$ cat src/rtl/argo_chan_arbiter_if.sv
// ---------------------------------------------------------------------------
// argo_chan_arbiter_if
// Groups the signals between the channel arbiter and the rest of the system.
// The producer-side signals are NUM_REQ wide. The consumer side is a single
// ovalid/oready channel.
//
//   req_valid  producer -> arbiter  bit i: requester i presents a word
//   req_ready  arbiter -> producer  bit i: word from requester i accepted
//   req_data   producer -> arbiter  requester i at [i*DATA_WIDTH +: DATA_WIDTH]
//   ovalid     arbiter -> consumer  output register holds a word
//   oready     consumer -> arbiter  consumer takes dataout this cycle
//   dataout    arbiter -> consumer  registered granted word
//   grant_id   arbiter -> consumer  requester index that supplied dataout
//
// Modports:
//   master  the arbiter itself
//   slave   the surrounding producers and consumer
// ---------------------------------------------------------------------------
interface argo_chan_arbiter_if #(
    parameter int NUM_REQ    = 4,
    parameter int DATA_WIDTH = 32,
    parameter int GRANT_W    = $clog2(NUM_REQ)
);
    logic [NUM_REQ-1:0]            req_valid;
    logic [NUM_REQ-1:0]            req_ready;
    logic [NUM_REQ*DATA_WIDTH-1:0] req_data;
    logic                          ovalid;
    logic                          oready;
    logic [DATA_WIDTH-1:0]         dataout;
    logic [GRANT_W-1:0]            grant_id;

    modport master (
        input  req_valid, req_data, oready,
        output req_ready, ovalid, dataout, grant_id
    );

    modport slave (
        output req_valid, req_data, oready,
        input  req_ready, ovalid, dataout, grant_id
    );
endinterface

$ cat src/rtl/argo_chan_arbiter.sv
// ---------------------------------------------------------------------------
// argo_chan_arbiter
// Round-robin arbiter that shares one Argo channel input among NUM_REQ
// producers. The granted word is held in a one-entry output register and is
// drained with the ovalid/oready protocol. The current owner may keep the
// channel for up to MAX_BURST consecutive transfers.
//
// Ports:
//   clk  rising-edge clock
//   rst  synchronous, active-low reset
//   bus  argo_chan_arbiter_if.master:
//        req_valid/req_ready/req_data   producer handshakes
//        ovalid/oready/dataout          consumer handshake
//        grant_id                       requester index of dataout
// ---------------------------------------------------------------------------
module argo_chan_arbiter #(
    parameter int NUM_REQ    = 4,
    parameter int DATA_WIDTH = 32,
    parameter int MAX_BURST  = 4
) (
    input  logic                  clk,
    input  logic                  rst,
    argo_chan_arbiter_if.master   bus
);
    localparam int GRANT_W = $clog2(NUM_REQ);
    localparam int BURST_W = $clog2(MAX_BURST + 1);
    localparam logic [BURST_W-1:0] MAX_BURST_C = BURST_W'(MAX_BURST);

    logic                  ovalid_q,  ovalid_d;
    logic [DATA_WIDTH-1:0] dataout_q, dataout_d;
    logic [GRANT_W-1:0]    grant_q,   grant_d;
    logic [GRANT_W-1:0]    owner_q,   owner_d;
    logic [BURST_W-1:0]    burst_q,   burst_d;

    logic                  slot_free_s;
    logic                  sel_found_s;
    logic [GRANT_W-1:0]    sel_s;
    logic [GRANT_W-1:0]    cand_s;
    logic                  xfer_s;
    logic [NUM_REQ-1:0]    ready_s;
    logic [DATA_WIDTH-1:0] word_s;

    // The output register can load while it is being drained.
    assign slot_free_s = !ovalid_q || bus.oready;

    // Requester selection. The owner stays while it is valid and has burst
    // budget left. burst_q == 0 exists only after reset and means "no owner
    // yet", so the first search starts at owner_q+1 == 0. Otherwise the
    // search runs from owner_q+1, wraps, and visits the owner last, so an
    // exhausted owner still keeps an otherwise idle channel.
    always_comb begin
        sel_s       = owner_q;
        sel_found_s = 1'b0;
        cand_s      = owner_q;
        if (bus.req_valid[owner_q] && (burst_q != '0) && (burst_q < MAX_BURST_C)) begin
            sel_s       = owner_q;
            sel_found_s = 1'b1;
        end else begin
            for (int k = 1; k <= NUM_REQ; k++) begin
                cand_s = GRANT_W'((int'(owner_q) + k) % NUM_REQ);
                if (!sel_found_s && bus.req_valid[cand_s]) begin
                    sel_s       = cand_s;
                    sel_found_s = 1'b1;
                end else begin
                    sel_found_s = sel_found_s;
                end
            end
        end
    end

    // One-hot accept and data mux for the selected requester.
    always_comb begin
        ready_s = '0;
        word_s  = '0;
        xfer_s  = sel_found_s && slot_free_s && rst;
        for (int i = 0; i < NUM_REQ; i++) begin
            if (sel_s == GRANT_W'(i)) begin
                ready_s[i] = xfer_s;
                word_s     = bus.req_data[i*DATA_WIDTH +: DATA_WIDTH];
            end else begin
                ready_s[i] = 1'b0;
            end
        end
    end

    assign bus.req_ready = ready_s;

    // Next-state: load on a transfer, drain when accepted, otherwise hold.
    always_comb begin
        ovalid_d  = ovalid_q;
        dataout_d = dataout_q;
        grant_d   = grant_q;
        owner_d   = owner_q;
        burst_d   = burst_q;
        if (xfer_s) begin
            ovalid_d  = 1'b1;
            dataout_d = word_s;
            grant_d   = sel_s;
            if ((sel_s == owner_q) && (burst_q < MAX_BURST_C)) begin
                burst_d = burst_q + BURST_W'(1);
            end else begin
                owner_d = sel_s;
                burst_d = BURST_W'(1);
            end
        end else if (bus.oready) begin
            ovalid_d = 1'b0;
        end else begin
            ovalid_d = ovalid_q;
        end
    end

    // State register; reset drops any held word and restarts the search at 0.
    always_ff @(posedge clk) begin
        if (!rst) begin
            ovalid_q  <= 1'b0;
            dataout_q <= '0;
            grant_q   <= '0;
            owner_q   <= GRANT_W'(NUM_REQ - 1);
            burst_q   <= '0;
        end else begin
            ovalid_q  <= ovalid_d;
            dataout_q <= dataout_d;
            grant_q   <= grant_d;
            owner_q   <= owner_d;
            burst_q   <= burst_d;
        end
    end

    assign bus.ovalid   = ovalid_q;
    assign bus.dataout  = dataout_q;
    assign bus.grant_id = grant_q;

endmodule
$ cat src/flat_wrapper.sv
// flat-port wrapper written by rule: the top's interface ports become plain ports
module argo_chan_arbiter_flat 
#(
    parameter int NUM_REQ    = 4,
    parameter int DATA_WIDTH = 32,
    parameter int MAX_BURST  = 4
)
  (clk, rst, bus_req_valid, bus_req_data, bus_oready, bus_req_ready, bus_ovalid, bus_dataout, bus_grant_id);
  argo_chan_arbiter_if #(.NUM_REQ(NUM_REQ), .DATA_WIDTH(DATA_WIDTH)) bus_i ();
  input  logic clk;
  input  logic rst;
  input wire logic [$bits(bus_i.req_valid)-1:0] bus_req_valid;
  input wire logic [$bits(bus_i.req_data)-1:0] bus_req_data;
  input wire logic [$bits(bus_i.oready)-1:0] bus_oready;
  output wire logic [$bits(bus_i.req_ready)-1:0] bus_req_ready;
  output wire logic [$bits(bus_i.ovalid)-1:0] bus_ovalid;
  output wire logic [$bits(bus_i.dataout)-1:0] bus_dataout;
  output wire logic [$bits(bus_i.grant_id)-1:0] bus_grant_id;
  assign bus_i.req_valid = bus_req_valid;
  assign bus_i.req_data = bus_req_data;
  assign bus_i.oready = bus_oready;
  assign bus_req_ready = bus_i.req_ready;
  assign bus_ovalid = bus_i.ovalid;
  assign bus_dataout = bus_i.dataout;
  assign bus_grant_id = bus_i.grant_id;
  argo_chan_arbiter #(.NUM_REQ(NUM_REQ), .DATA_WIDTH(DATA_WIDTH), .MAX_BURST(MAX_BURST)) u_core (.clk(clk), .rst(rst), .bus(bus_i));
endmodule
$ cat config.mk
export PLATFORM = sky130hd
export DESIGN_NAME = argo_chan_arbiter_flat
export DESIGN_NICKNAME = d
export VERILOG_FILES = /design/src/rtl/argo_chan_arbiter_if.sv /design/src/rtl/argo_chan_arbiter.sv /design/src/flat_wrapper.sv
export SDC_FILE = /design/constraint.sdc
export NUM_CORES = 1
export LEC_CHECK = 0
export CAP_MARGIN = 10
export CELL_PAD_IN_SITES_DETAIL_PLACEMENT = 1
export CELL_PAD_IN_SITES_GLOBAL_PLACEMENT = 2
export CORE_AREA = 2 2 123 125
export DETAILED_ROUTE_END_ITERATION = 7
export DIE_AREA = 0 0 125 127
export MAX_ROUTING_LAYER = met4
export PLACE_DENSITY = 0.9
export SLEW_MARGIN = 5
export SYNTH_ARGS = -nofsm -noshare
export SYNTH_HDL_FRONTEND = slang
export SYNTH_SLANG_ARGS = --single-unit
$ cat constraint.sdc
create_clock -name clk -period 2.9 [get_ports clk]
set_input_delay 0.29 -clock clk [delete_from_list [all_inputs] [get_ports clk]]
set_output_delay 0.29 -clock clk [all_outputs]
set_load 0.02 [all_outputs]
==> results_dict.tcl <==
set metrics [dict create \
    synth.distinct_cells 46 \
    max_cap_violations 0 \
    synth_area_leaders "dfxtp_1, mux2i_1, a221oi_2, mux2_4, o21ai_0" \
    power.internal_uw 1830 \
    synth_seq_area_share_pct 28.0 \
    crit_chain "inv_1 -> ha_1 -> or2_2 -> a221o_1 -> and3_2 -> o21ai_2 -> nand2_2 -> buf_12 -> nor2_1 -> buf_4" \
    synth_top_area_share_pct 28.0 \
    reg2reg_slack_ps 290 \
    synth-edff-count 0 \
    core_mm2 0.0144 \
    ir_drop_v 0.000251 \
    cts_root_buffer "clkbuf_16" \
    cts_resized 10 \
    synth_area_mm2 0.00286 \
    synth_mux_area_share_pct 22.9 \
    r2r_end "u_core.bus.dataout[17]$_SDFFE_PN0P_" \
    min-delay-start "u_core.bus.grant_id[0]$_SDFFE_PN0P_" \
    status "finished clean" \
    r2r_cells 10 \
    layout_common_cells "clkdlybuf4s50_1, mux2i_1, dfxtp_1" \
    p_comb_share_pct 49.8 \
    slew_headroom_pct 72.9 \
    io_pins 174 \
    grt_pass1_wl_um 19200 \
    vias 3345 \
    pre_cts_slack_ps -381 \
    layout_commonest_cell "clkdlybuf4s50_1" \
    critPathCaptureType "output pin" \
    slew_violations 0 \
    cp_slowest_cell "dfxtp_2" \
    tightest_slew_ps 406 \
    hold_viol_final 0 \
    worst_slack_ps 96.0 \
    use_met1_pct 17.3 \
    final_area_mm2 0.00519 \
    grtUsageMet3_pct 3.56 \
    synth_warnings 0 \
    synth-async-reset-ratio_pct 0 \
    dp_hpwl_um 10000 \
    critPathBufInv 3 \
    whs_path_depth 2 \
    finalSetupViolCount 0 \
    min_path_type "flop to flop" \
    grt.total_usage_pct 15.6 \
    port_buffers 173 \
    netSwitchingPower_uw 963 \
    fin_crit_sh_pct 96.7 \
    synth_nets 456 \
    crit_fanout 17 \
    cts_hold_repair.buffers 0 \
    row_count 44 \
    drive_above_1_share_pct 18.1 \
    cts_buffer_depth 2 \
    grt_util_met2_pct 28.5 \
    wl_per_cell_um 17.6 \
    via_per_inst 4.83 \
    period_minus_slack_ps 2800 \
    required_ps 2610 \
    cts_made_buffers 5 \
    cts_tree "yes" \
    synthAdderAreaFrac_pct 0.875 \
    fillers 1684 \
    synth_top_family_by_area "compound AO/OA/AOI/OAI gates" \
    syn_area_per_cell_um2 8.97 \
    drc 0 \
    clock-sinks 40 \
    ys_ff_latch 40 \
    powerDensity_mw_per_mm2 538 \
    fp.dieH_um 127 \
    synth-simple-area-share_pct 10.8 \
    skew_ps 3.26 \
    sequentialPowerShare_pct 25.5 \
    critPathMaxStageDelay_ps 360 \
    p_leak_uw 0.00204 \
    firstDrtPassIters 4 \
    synthXorXnorAreaFrac_pct 0 \
    start_util_pct 19.8 \
    holdPathEnd "u_core.bus.grant_id[0]$_SDFFE_PN0P_" \
    clock_power_share_pct 24.7 \
    antenna_found_initial 0 \
    grt_max_degree 30 \
    grt_pass1_vias 3739 \
    placed_cell_area_mm2 0.00498 \
    busiest_layer "met2" \
    worstPathArrival_ps 2510 \
    synth_cells 319 \
    cts_setup_buffers 0 \
    gp_congestion 0.831 \
    grt_setup_unrepaired "yes" \
    max_freq_ghz 0.357 \
    wl_um 12200 \
    crit_type "flop to output pin" \
    synth-compound-area-share_pct 30.8 \
    reg2reg_from "u_core.owner_q[0]$_SDFFE_PN1P_" \
    htree_levels 2 \
    clock_latency_ps 290 \
    area_growth_pct 81.5 \
    dieWidth_um 125 \
    p_sw_share_pct 34.5 \
    hold-worst-slack_ps 457 \
    overflow 0 \
    cp_top_family "simple AND/OR/NAND/NOR gates" \
    layout.nets 644 \
    antennaDiodeCount 0 \
    yosys.area.top_type "dfxtp_1" \
    initialDrtViolationCount 94 \
    ant_nets 0 \
    clk_pin_slew_ps 60 \
    die_area_mm2 0.0159 \
    synthFlopType "dfxtp_1" \
    startpoint_type "flop" \
]
==> logic make-up (layout without fill, tap and decap cells) <==
family / Yosys count / after routing
AOI/OAI and AO/OA: 112 / 112
and+or+nand+nor: 69 / 69
muxes: 58 / 58
DFF: 40 / 40
buffers and inverters: 38 / 227
adders and majority gates: 2 / 2
==> tightest hold or removal path: stages, from the launching register on <==
cell     delay, ps
dfxtp_1        310
nand2_1         50
nand2_1         50
==> worst max path at each step <==
stage                                        start          endpoint  slack, ps  depth (start not counted)
floorplan           u_core.burst_q[0]$_SDFFE_PN0P_  bus_req_ready[0]        290                          9
global placement                  bus_req_valid[0]  bus_req_ready[1]       -350                          9
detailed placement                bus_req_valid[0]  bus_req_ready[1]       -380                          9
CTS                               bus_req_valid[0]  bus_req_ready[2]          4                         11
global route        u_core.burst_q[0]$_SDFFE_PN0P_  bus_req_ready[2]         -4                         10
finish              u_core.burst_q[0]$_SDFFE_PN0P_  bus_req_ready[2]        100                         10
==> sequential cells by signal, indices dropped and copies added (netlist names) <==
name and flops:
u_core.bus.ovalid 1, u_core.bus.dataout 32, u_core.burst_q 3, u_core.owner_q 2, u_core.bus.grant_id 2
==> synth_stat cells, types with 2 or more instances <==
master and n:
a31oi_1 4, dfxtp_1 40, nand3_1 7, a22oi_1 4, nand2b_1 3, buf_4 5, ha_1 2, o2bb2ai_1 12
nor2b_1 7, a221oi_1 2, o221ai_1 16, clkbuf_1 9, a21oi_1 10, a21o_1 2, a211oi_1 4, o21ai_0 29
o22ai_1 5, mux2_2 6, buf_6 2, buf_2 11, o21ai_1 2, nor2_1 11, nor3_1 2, mux2i_1 40
nand2_1 34, inv_1 6, mux2_4 11, a311o_1 3, inv_2 3, a221oi_2 11
==> layer usage <==
layer,part of all wire (%),vias up
met5,0,-
li1,-,1589
met2,53,115
met1,39,1623
met4,1.8,0
met3,5.6,18
==> cell type report <==
| type | count | area [um2] | area share (%) |
|---|---|---|---|
| flip-flops and latches | 40 | 803 | 15.5 |
| inverters | 10 | 37.5 | 0.723 |
| repair buffers | 209 | 2050 | 39.5 |
| well taps | 184 | 230 | 4.44 |
| clock buffers | 7 | 153 | 2.94 |
| multi-input cells | 241 | 1890 | 36.4 |
| clock inverters | 1 | 30.0 | 0.579 |
==> per-stage QoR <==
stage          setup TNS [ps]  instances  util (%)  total power, uW
6_report                    0        692      36.0             2790
3_3_place_gp             -683        684      34.6             2090
5_1_grt                 -4.08        692      36.0             2950
2_1_floorplan               0        319         -             1470
4_1_cts                     0        692      35.9             2830
3_5_place_dp            -1430        684      34.6             2120
==> power groups by stage <==
| stage | combinational [uW] | sequential (uW) | clock [uW] |
|---|---|---|---|
| after global routing | 1490 | 727 | 735 |
| after CTS | 1400 | 713 | 711 |
| final | 1390 | 712 | 688 |
| after floorplan | 642 | 826 | 0 |
| after detailed placement | 1390 | 723 | 0 |
| after global placement | 1370 | 719 | 0 |
Note: power is estimated with default switching activity, not from simulation.
==> RTL change (same flow settings) <==
`DATA_WIDTH` is set to 32 in 3 places; all go to 48.
--- a/src/rtl/argo_chan_arbiter_if.sv
+++ b/src/rtl/argo_chan_arbiter_if.sv
@@ -18,7 +18,7 @@
 // ---------------------------------------------------------------------------
 interface argo_chan_arbiter_if #(
     parameter int NUM_REQ    = 4,
-    parameter int DATA_WIDTH = 32,
+    parameter int DATA_WIDTH = 48,
     parameter int GRANT_W    = $clog2(NUM_REQ)
 );
     logic [NUM_REQ-1:0]            req_valid;
--- a/src/rtl/argo_chan_arbiter.sv
+++ b/src/rtl/argo_chan_arbiter.sv
@@ -15,7 +15,7 @@
 // ---------------------------------------------------------------------------
 module argo_chan_arbiter #(
     parameter int NUM_REQ    = 4,
-    parameter int DATA_WIDTH = 32,
+    parameter int DATA_WIDTH = 48,
     parameter int MAX_BURST  = 4
 ) (
     input  logic                  clk,
--- a/src/flat_wrapper.sv
+++ b/src/flat_wrapper.sv
@@ -2,7 +2,7 @@
 module argo_chan_arbiter_flat 
 #(
     parameter int NUM_REQ    = 4,
-    parameter int DATA_WIDTH = 32,
+    parameter int DATA_WIDTH = 48,
     parameter int MAX_BURST  = 4
 )
   (clk, rst, bus_req_valid, bus_req_data, bus_oready, bus_req_ready, bus_ovalid, bus_dataout, bus_grant_id);
Interface: changed (resized bus_dataout and bus_req_data); port bits go from 174 to 254. The function was not compared with the original's and may differ.
==> RTL change against the original RTL <==
  * Synthesized cell count up 17%
  * Design area increased by 28%
  * Total power rose by 28%
  * Wire length grew 27%
  * Sequential cell count is 16 higher
  * Synthesized area up 24%
  * Non-clock buffer count is 81 higher
  * Setup slack improved by 0.019 ns
  * Combinational power up 40%
==> RTL change: results (changes against the original RTL) <==
[cells_and_area]
non_clock_buffer_area_share_pct = 44.21  ; +4.7 points
final.signal_buffer_count = 290  ; +39%
layout.cell_area.non_filler_um2 = 6665  ; +28%
multi_input_area_share_pct = 32.91  ; -3.4 points
num-clock-buffers = 8  ; +1
fillers = 1658  ; -1.5%

[pwr]
clockPowerShare_pct = 17.5  ; -7.2 points
fin_total_pwr_w = 0.003579  ; +28%
power.static_leakage_nw = 2.686  ; +32%
max-vdd-ir-drop_uv = 257.3  ; +2.5%
internal_power_w = 0.002313  ; +27%

[placed_design]
gpl.final_weighted_congestion = 0.8370  ; +0.78%
placed_instance_area_um2 = 6379  ; +28%
dp_worst_setup_slack_ns = -0.2747  ; +0.1062 ns
dp.final_hpwl_um = 11810  ; +18%
dp_cells = 805  ; +18%

[synth]
synth.top_cells.by_area = sky130_fd_sc_hd__dfxtp_1 32%, sky130_fd_sc_hd__mux2i_1 25%, sky130_fd_sc_hd__o221ai_1 8.9%, sky130_fd_sc_hd__nand2_1 4.5%, sky130_fd_sc_hd__a2111oi_0 3.0%
synth.avg_cell_area_um2 = 9.468  ; +5.6%
cell_count_after_synthesis = 374  ; +17%
synth.mux.area_fraction_pct = 24.91  ; +2.0 points
mappedNetlistNets = 575  ; +26%
netlist-cell-type-count = 53  ; +15%
synth_xor_area_share_pct = 0.2473  ; +0.25 points
synth_area_in_adders_pct = 0.7067  ; -0.17 points

[global_route]
met3_usage_pct = 3.434  ; -0.13 points
grtUsageTotal_pct = 18.91  ; +3.3 points

[worst_hold_path]
holdCritPathClass = in -> reg

[route]
met3_wirelength_um = 829  ; +21%
met1_length_um = 6049  ; +27%

[setup_path]
max_stage_delay_ns = 0.39  ; +0.03 ns
worst_path_dominant_cell_family = buffers and inverters
critPathMaxFanout = 19  ; +2

[sta]
finClkSkew_ns = 0.004249  ; +0.0009886 ns

[run_status]
run_status = completed

[cts]
cts_repair_resize_count = 11  ; +1

RTL change: cell types whose count changed after synthesis, moves of 12 or more:
cell,delta
sky130_fd_sc_hd__mux2i_1,+47
sky130_fd_sc_hd__o21ai_0,-12
sky130_fd_sc_hd__a2111oi_0,+12
sky130_fd_sc_hd__o221ai_1,+20
sky130_fd_sc_hd__o2bb2ai_1,-12
sky130_fd_sc_hd__dfxtp_1,+16
RTL change: path summary, 6_finish.rpt:
path / start / end / slack, ns / cells past startpoint
hold / removal: bus_req_valid[3] / u_core.bus.ovalid$_SDFFE_PN0P_ / 0.44 / 3
setup / recovery: u_core.owner_q[0]$_SDFFE_PN1P_ / bus_req_ready[1] / 0.11 / 10
setup reg to reg: u_core.burst_q[0]$_SDFFE_PN0P_ / u_core.bus.dataout[45]$_SDFFE_PN0P_ / 0.17 / 11
hold reg to reg: u_core.bus.grant_id[0]$_SDFFE_PN0P_ / u_core.bus.grant_id[0]$_SDFFE_PN0P_ / 0.45 / 2
